[config.mk]
export PLATFORM = sky130hd
export DESIGN_NAME = mono_packer
export DESIGN_NICKNAME = d
export VERILOG_FILES = /design/src/rtl/mono_pkg.sv /design/src/rtl/mono_sfifo.sv /design/src/rtl/mono_packer.sv
export SDC_FILE = /design/constraint.sdc
export NUM_CORES = 1
export LEC_CHECK = 0
export CAP_MARGIN = 20
export CORE_UTILIZATION = 55
export CTS_BUF_LIST = sky130_fd_sc_hd__clkbuf_8
export DETAILED_ROUTE_END_ITERATION = 10
export HOLD_SLACK_MARGIN = 0.1
export PLACE_DENSITY = 0.78
export SLEW_MARGIN = 10
export SYNTH_ARGS = -nofsm -noshare
export SYNTH_HDL_FRONTEND = slang
export SYNTH_SLANG_ARGS = --single-unit
[constraint.sdc]
create_clock -name clk -period 3.65 [get_ports clk]
set_clock_uncertainty 0.1 [all_clocks]
set_input_delay 0.5475 -clock clk [delete_from_list [all_inputs] [get_ports clk]]
set_output_delay 0.5475 -clock clk [all_outputs]
set_load 0.1 [all_outputs]
[src/rtl/mono_pkg.sv]
// Shared defaults, FSM encoding and packed-word FIFO entry layout for the mono packer.
// Pure declarations: no latency, no flow control.
package mono_pkg;

    localparam int WORD_W_DEF     = 16;
    localparam int FIFO_DEPTH_DEF = 4;

    typedef enum logic {
        WAIT_VS = 1'b0,
        RUN     = 1'b1
    } state_t;

    // FIFO entry layout {sof, eol, data}; the packer declares the same layout at its own WORD_W.
    typedef struct packed {
        logic                  sof;
        logic                  eol;
        logic [WORD_W_DEF-1:0] data;
    } entry_t;

endpackage

[src/rtl/mono_sfifo.sv]
// Synchronous first-word-fall-through FIFO; push to head visible after one clock.
// Push while full without a pop is dropped and flagged by a one-cycle drop pulse.
module mono_sfifo #(
    parameter int WIDTH = 18,
    parameter int DEPTH = 4
) (
    input  logic             clk,
    input  logic             rst,
    input  logic             push,
    input  logic [WIDTH-1:0] din,
    input  logic             pop,
    output logic [WIDTH-1:0] dout,
    output logic             full,
    output logic             empty,
    output logic             drop
);

    localparam int AW = $clog2(DEPTH);

    logic [WIDTH-1:0] mem [DEPTH];
    logic [AW:0]      wr_ptr;
    logic [AW:0]      rd_ptr;
    logic             do_wr;
    logic             do_rd;

    assign empty = (wr_ptr == rd_ptr);
    assign full  = (wr_ptr[AW] != rd_ptr[AW]) && (wr_ptr[AW-1:0] == rd_ptr[AW-1:0]);
    assign do_rd = pop & ~empty;
    // When full, the write slot is the head being popped this cycle, so it is free to reuse.
    assign do_wr = push & (~full | do_rd);
    assign drop  = push & full & ~do_rd;
    assign dout  = mem[rd_ptr[AW-1:0]];

    always_ff @(posedge clk) begin
        if (rst) begin
            wr_ptr <= '0;
            rd_ptr <= '0;
            for (int i = 0; i < DEPTH; i++) begin
                mem[i] <= '0;
            end
        end else begin
            if (do_wr) begin
                mem[wr_ptr[AW-1:0]] <= din;
                wr_ptr              <= wr_ptr + 1'b1;
            end
            if (do_rd) begin
                rd_ptr <= rd_ptr + 1'b1;
            end
        end
    end

endmodule

[src/rtl/mono_packer.sv]
// Packs 1-bit pixels MSB-first into words tagged sof/eol; full word reaches wr_valid 2 cycles after its last pixel.
// Writer back-pressure is absorbed by a small FIFO; pushes into a full FIFO are dropped and set sticky overflow.
module mono_packer
    import mono_pkg::*;
#(
    parameter int WORD_W     = WORD_W_DEF,
    parameter int FIFO_DEPTH = FIFO_DEPTH_DEF
) (
    input  logic              clk,
    input  logic              rst,
    input  logic              mono_vsync,
    input  logic              mono_hsync,
    input  logic              mono_de,
    input  logic              monoc,
    output logic [WORD_W-1:0] wr_data,
    output logic              wr_sof,
    output logic              wr_eol,
    output logic              wr_valid,
    input  logic              wr_ready,
    output logic              overflow
);

    localparam int CNT_W = $clog2(WORD_W);

    typedef struct packed {
        logic              sof;
        logic              eol;
        logic [WORD_W-1:0] data;
    } word_ent_t;

    state_t            state;
    state_t            state_nxt;
    logic              vsync_d;
    logic              de_d;
    logic [CNT_W-1:0]  cnt;
    logic [WORD_W-1:0] shreg;
    logic              full_pend;
    logic              sof_pend;

    logic              run;
    logic              vs_rise;
    logic              pix_en;
    logic              part_push;
    logic [WORD_W-1:0] part_word;
    logic              push;
    word_ent_t         push_ent;
    word_ent_t         head_ent;
    logic              fifo_full;
    logic              fifo_empty;
    logic              fifo_drop;
    logic              pop;

    // Line boundaries come from de alone.
    logic unused_hsync;
    assign unused_hsync = mono_hsync;

    assign run       = (state == RUN);
    assign vs_rise   = mono_vsync & ~vsync_d;
    assign pix_en    = run & ~vs_rise & mono_de;
    assign part_push = run & ~vs_rise & de_d & ~mono_de & (cnt != '0);
    assign part_word = shreg << (WORD_W - int'(cnt));

    always_ff @(posedge clk) begin
        if (rst) begin
            state <= WAIT_VS;
        end else begin
            state <= state_nxt;
        end
    end

    always_comb begin
        state_nxt = state;
        case (state)
            WAIT_VS: if (vs_rise) state_nxt = RUN;
            RUN:     state_nxt = RUN;
            default: state_nxt = WAIT_VS;
        endcase
    end

    // A completed word is pushed the cycle after its last pixel; eol reflects whether the line continues.
    always_comb begin
        push     = 1'b0;
        push_ent = '0;
        if (full_pend) begin
            push          = 1'b1;
            push_ent.sof  = sof_pend;
            push_ent.eol  = ~mono_de;
            push_ent.data = shreg;
        end else if (part_push) begin
            push          = 1'b1;
            push_ent.sof  = sof_pend;
            push_ent.eol  = 1'b1;
            push_ent.data = part_word;
        end
    end

    always_ff @(posedge clk) begin
        if (rst) begin
            vsync_d   <= 1'b0;
            de_d      <= 1'b0;
            cnt       <= '0;
            shreg     <= '0;
            full_pend <= 1'b0;
            sof_pend  <= 1'b0;
            overflow  <= 1'b0;
        end else begin
            vsync_d   <= mono_vsync;
            de_d      <= mono_de;
            full_pend <= pix_en && (cnt == CNT_W'(WORD_W - 1));
            if (vs_rise) begin
                cnt   <= '0;
                shreg <= '0;
            end else if (pix_en) begin
                shreg <= {shreg[WORD_W-2:0], monoc};
                cnt   <= cnt + 1'b1;
            end else if (part_push) begin
                cnt   <= '0;
                shreg <= '0;
            end
            // A dropped sof word leaves sof_pend set so the next stored word still opens the frame.
            if (vs_rise) begin
                sof_pend <= 1'b1;
            end else if (push && !fifo_drop) begin
                sof_pend <= 1'b0;
            end
            if (fifo_drop) begin
                overflow <= 1'b1;
            end
        end
    end

    assign wr_valid = ~fifo_empty;
    assign pop      = wr_valid & wr_ready;
    assign wr_data  = head_ent.data;
    assign wr_sof   = head_ent.sof;
    assign wr_eol   = head_ent.eol;

    mono_sfifo #(
        .WIDTH (WORD_W + 2),
        .DEPTH (FIFO_DEPTH)
    ) u_fifo (
        .clk   (clk),
        .rst   (rst),
        .push  (push),
        .din   (push_ent),
        .pop   (pop),
        .dout  (head_ent),
        .full  (fifo_full),
        .empty (fifo_empty),
        .drop  (fifo_drop)
    );

    logic unused_full;
    assign unused_full = fifo_full;

endmodule

==> impl_metrics.yaml <==
outcome:
  outcome: "finished clean"
layout:
  multiInputGateArea_sq_um: 2090
  fin_nets: 457
  syn_to_final_growth_pct: 10.7
  antenna_cells: 0
  register_area_sq_um: 2840
  n_fill_cell: 688
  final_area_sq_um: 5650
  drive_above_1_share_pct: 20.6
floorplan:
  die_height_um: 98.3
  ios: 27
  die_x_um: 98.3
  fp.dieArea_sq_um: 9670
  num_rows: 34
  core_area_sq_um: 8850
  start_util_pct: 57.7
cts:
  clk_transition_reported_paths_ns: 0.11
  cts_buffer_depth: 2
  clk-insertion-delay-late_ns: 0.38
  numCtsBuffers: 9
  ctsResizeCount: 0
  cts_max_level: 3
  cts_tree: "built"
  cts_hold_buf: 0
  root_buffer: "clkbuf_8"
  cts.sinks: 106
  cts_setup_buffers: 0
global_routing:
  grtUsageTotal_pct: 22.9
  grt_pass1_vias: 3382
  grt_overflow: 0
  grt_pass1_wl_mm: 17.0
  antenna_found_initial: 0
  grt_max_degree: 29
logic_synthesis:
  synth_ff_type: "edfxtp_1"
  yosysSeqAreaShare_pct: 55.7
  synth_edf_count: 72
  synthCells: 425
  yosys_warnings: 0
  syn-cell-area_sq_um: 5100
  synth_most_common_cell: "nor2_1"
  syn_nets: 436
  synth_cell_type_count: 46
  synth-async-reset-ratio_pct: 0
  synth_commonest_cells: "nor2_1, edfxtp_1, dfxtp_1, mux4_2, a21oi_1"
  synth_top_area_share_pct: 42.4
  yosys-top-cells-area: "edfxtp_1, mux4_2, dfxtp_1"
  yosysTopAreaCell: "edfxtp_1"
  syn_area_per_cell_sq_um: 12.0
  ys_ff_latch: 106
worst_setup_path:
  cp-end-kind: "register"
  crit_type: "register to register"
  worstSetupStartpointType: "register"
  cp.required_ns: 3.66
  cp_data_arrival_time_ns: 3.10
  cp_max_fo: 8
detailed_routing:
  first_pass_iters: 7
  vias: 3431
  routedWlPerCell_um: 18.1
  ant_nets: 0
  via_per_inst: 6.14
  drcViolationCount: 0
  drt-total-wl_mm: 10.1
  drt_iter0_drc: 309
pwr:
  power.leakage_nw: 1.90
  irDropWorstVdd_mv: 0.227
  powerDensity_nw_per_um2: 397
placement:
  routabilityCongestion: 0.981
  place_area_sq_um: 5430
  dp_hpwl_mm: 6.69
  numPortBuffers: 25
timing:
  final.setup.tns_ns: 0
  final_max_slew_viol_count: 0
  fin_crit_ns: 3.09
  maxSlewHeadroom_pct: 35.8
  period_share_pct: 84.6
  hold_viol: 0
  fmax_mhz: 324
  setup_viol: 0
  tightestPinTransition_ns: 0.960
  rsz0062_at_grt: "false"
min_path:
  min-delay-path-class: "register to register"
run:
  maxCapViolCount: 0
stage by stage:
step | power (mW) | hold WS, ns | setup slack [ns] | std cells | util (%)
6_report | 2.24 | 0.405 | 0.563 | 559 | 63.8
3_3_place_gp | 1.49 | 0.374 | 0.390 | 543 | 61.4
5_1_grt | 2.31 | 0.429 | 0.344 | 559 | 63.8
2_1_floorplan | 1.45 | 0.358 | 0.241 | 425 | -
3_5_place_dp | 1.49 | 0.392 | 0.351 | 543 | 61.4
4_1_cts | 2.26 | 0.406 | 0.576 | 559 | 63.8
registers in the layout, summed over array words and instances, names as in the netlist, named ones only:
signal         count
sof_pend           1
cnt                4
u_fifo.rd_ptr      3
u_fifo.wr_ptr      3
de_d               1
overflow           1
full_pend          1
vsync_d            1
run                1
shreg             16
u_fifo.mem        72
critical path, stage by stage (launching register included):
cell and delay, ns:
dfxtp_1 0.49, inv_1 0.09, ha_1 0.21, xor2_1 0.67
buf_4 0.27, mux2i_1 0.19, nor4_1 0.06, a221oi_1 0.63
nor2_1 0.12
metal layers:
metal | vias to the layer above | part of all wire (%) | global-route usage [%] | wire length [um]
li1 | 1621 | - | - | -
met1 | 1666 | 42 | 30.2 | 4270
met2 | 125 | 50 | 37.7 | 5030
met3 | 19 | 6.5 | 4.22 | 660
met4 | 0 | 1.6 | 9.64 | 160
met5 | - | 0 | 0 | 0
power by group:
part	switching (mW)	leakage (nW)	internal, mW
Clock	0.442	0.109	0.335
Combinational	0.107	0.774	0.0409
Sequential	0.00928	1.01	1.31
cells in the final DEF (no fill, tap or decap), drive strengths merged, types with 5 or more instances in the layout:
cell / synthesis / routed
nor2: 83 / 83
edfxtp: 72 / 72
buf: 13 / 37
dfxtp: 34 / 34
mux4: 32 / 32
a21oi: 28 / 28
nand2: 27 / 27
nand3: 26 / 26
mux2i: 9 / 9
a22oi: 9 / 9
clkbuf: 20 / 9
inv: 6 / 9
clkdlybuf4s50: 0 / 6
nor4: 5 / 5
logic make-up (layout without fill, tap and decap cells):
family                   count (synthesis)  count (layout)  synth area share [%]
AND/OR/NAND/NOR                        166             166                  14.8
flip-flops                             106             106                  55.7
AO/OA/AOI/OAI                           58              58                  7.26
multiplexers                            45              45                  16.8
buffers and inverters                   39              65                  3.26
XOR/XNOR                                 7               7                  1.20
adder cells (fa/ha/maj)                  4               4                 0.981
worst paths after layout:
path                             start                to  slack, ns  cells past startpoint
worst min-delay path               run         full_pend       0.41                      2
worst min register to register     run         full_pend       0.41                      2
worst max-delay path            cnt[1]  u_fifo.mem[2][8]       0.56                      8
worst max register to register  cnt[1]  u_fifo.mem[2][8]       0.56                      8
final cells by class:
type,count,area share [%]
sequential,106,50.3
clock buffer,9,2.19
multi-input combinational,280,37.1
tap,108,2.39
timing repair buffer,43,5.98
inverter,6,0.399
clock inverter,7,1.64
No activity file was read; power rests on OpenSTA's default activity.
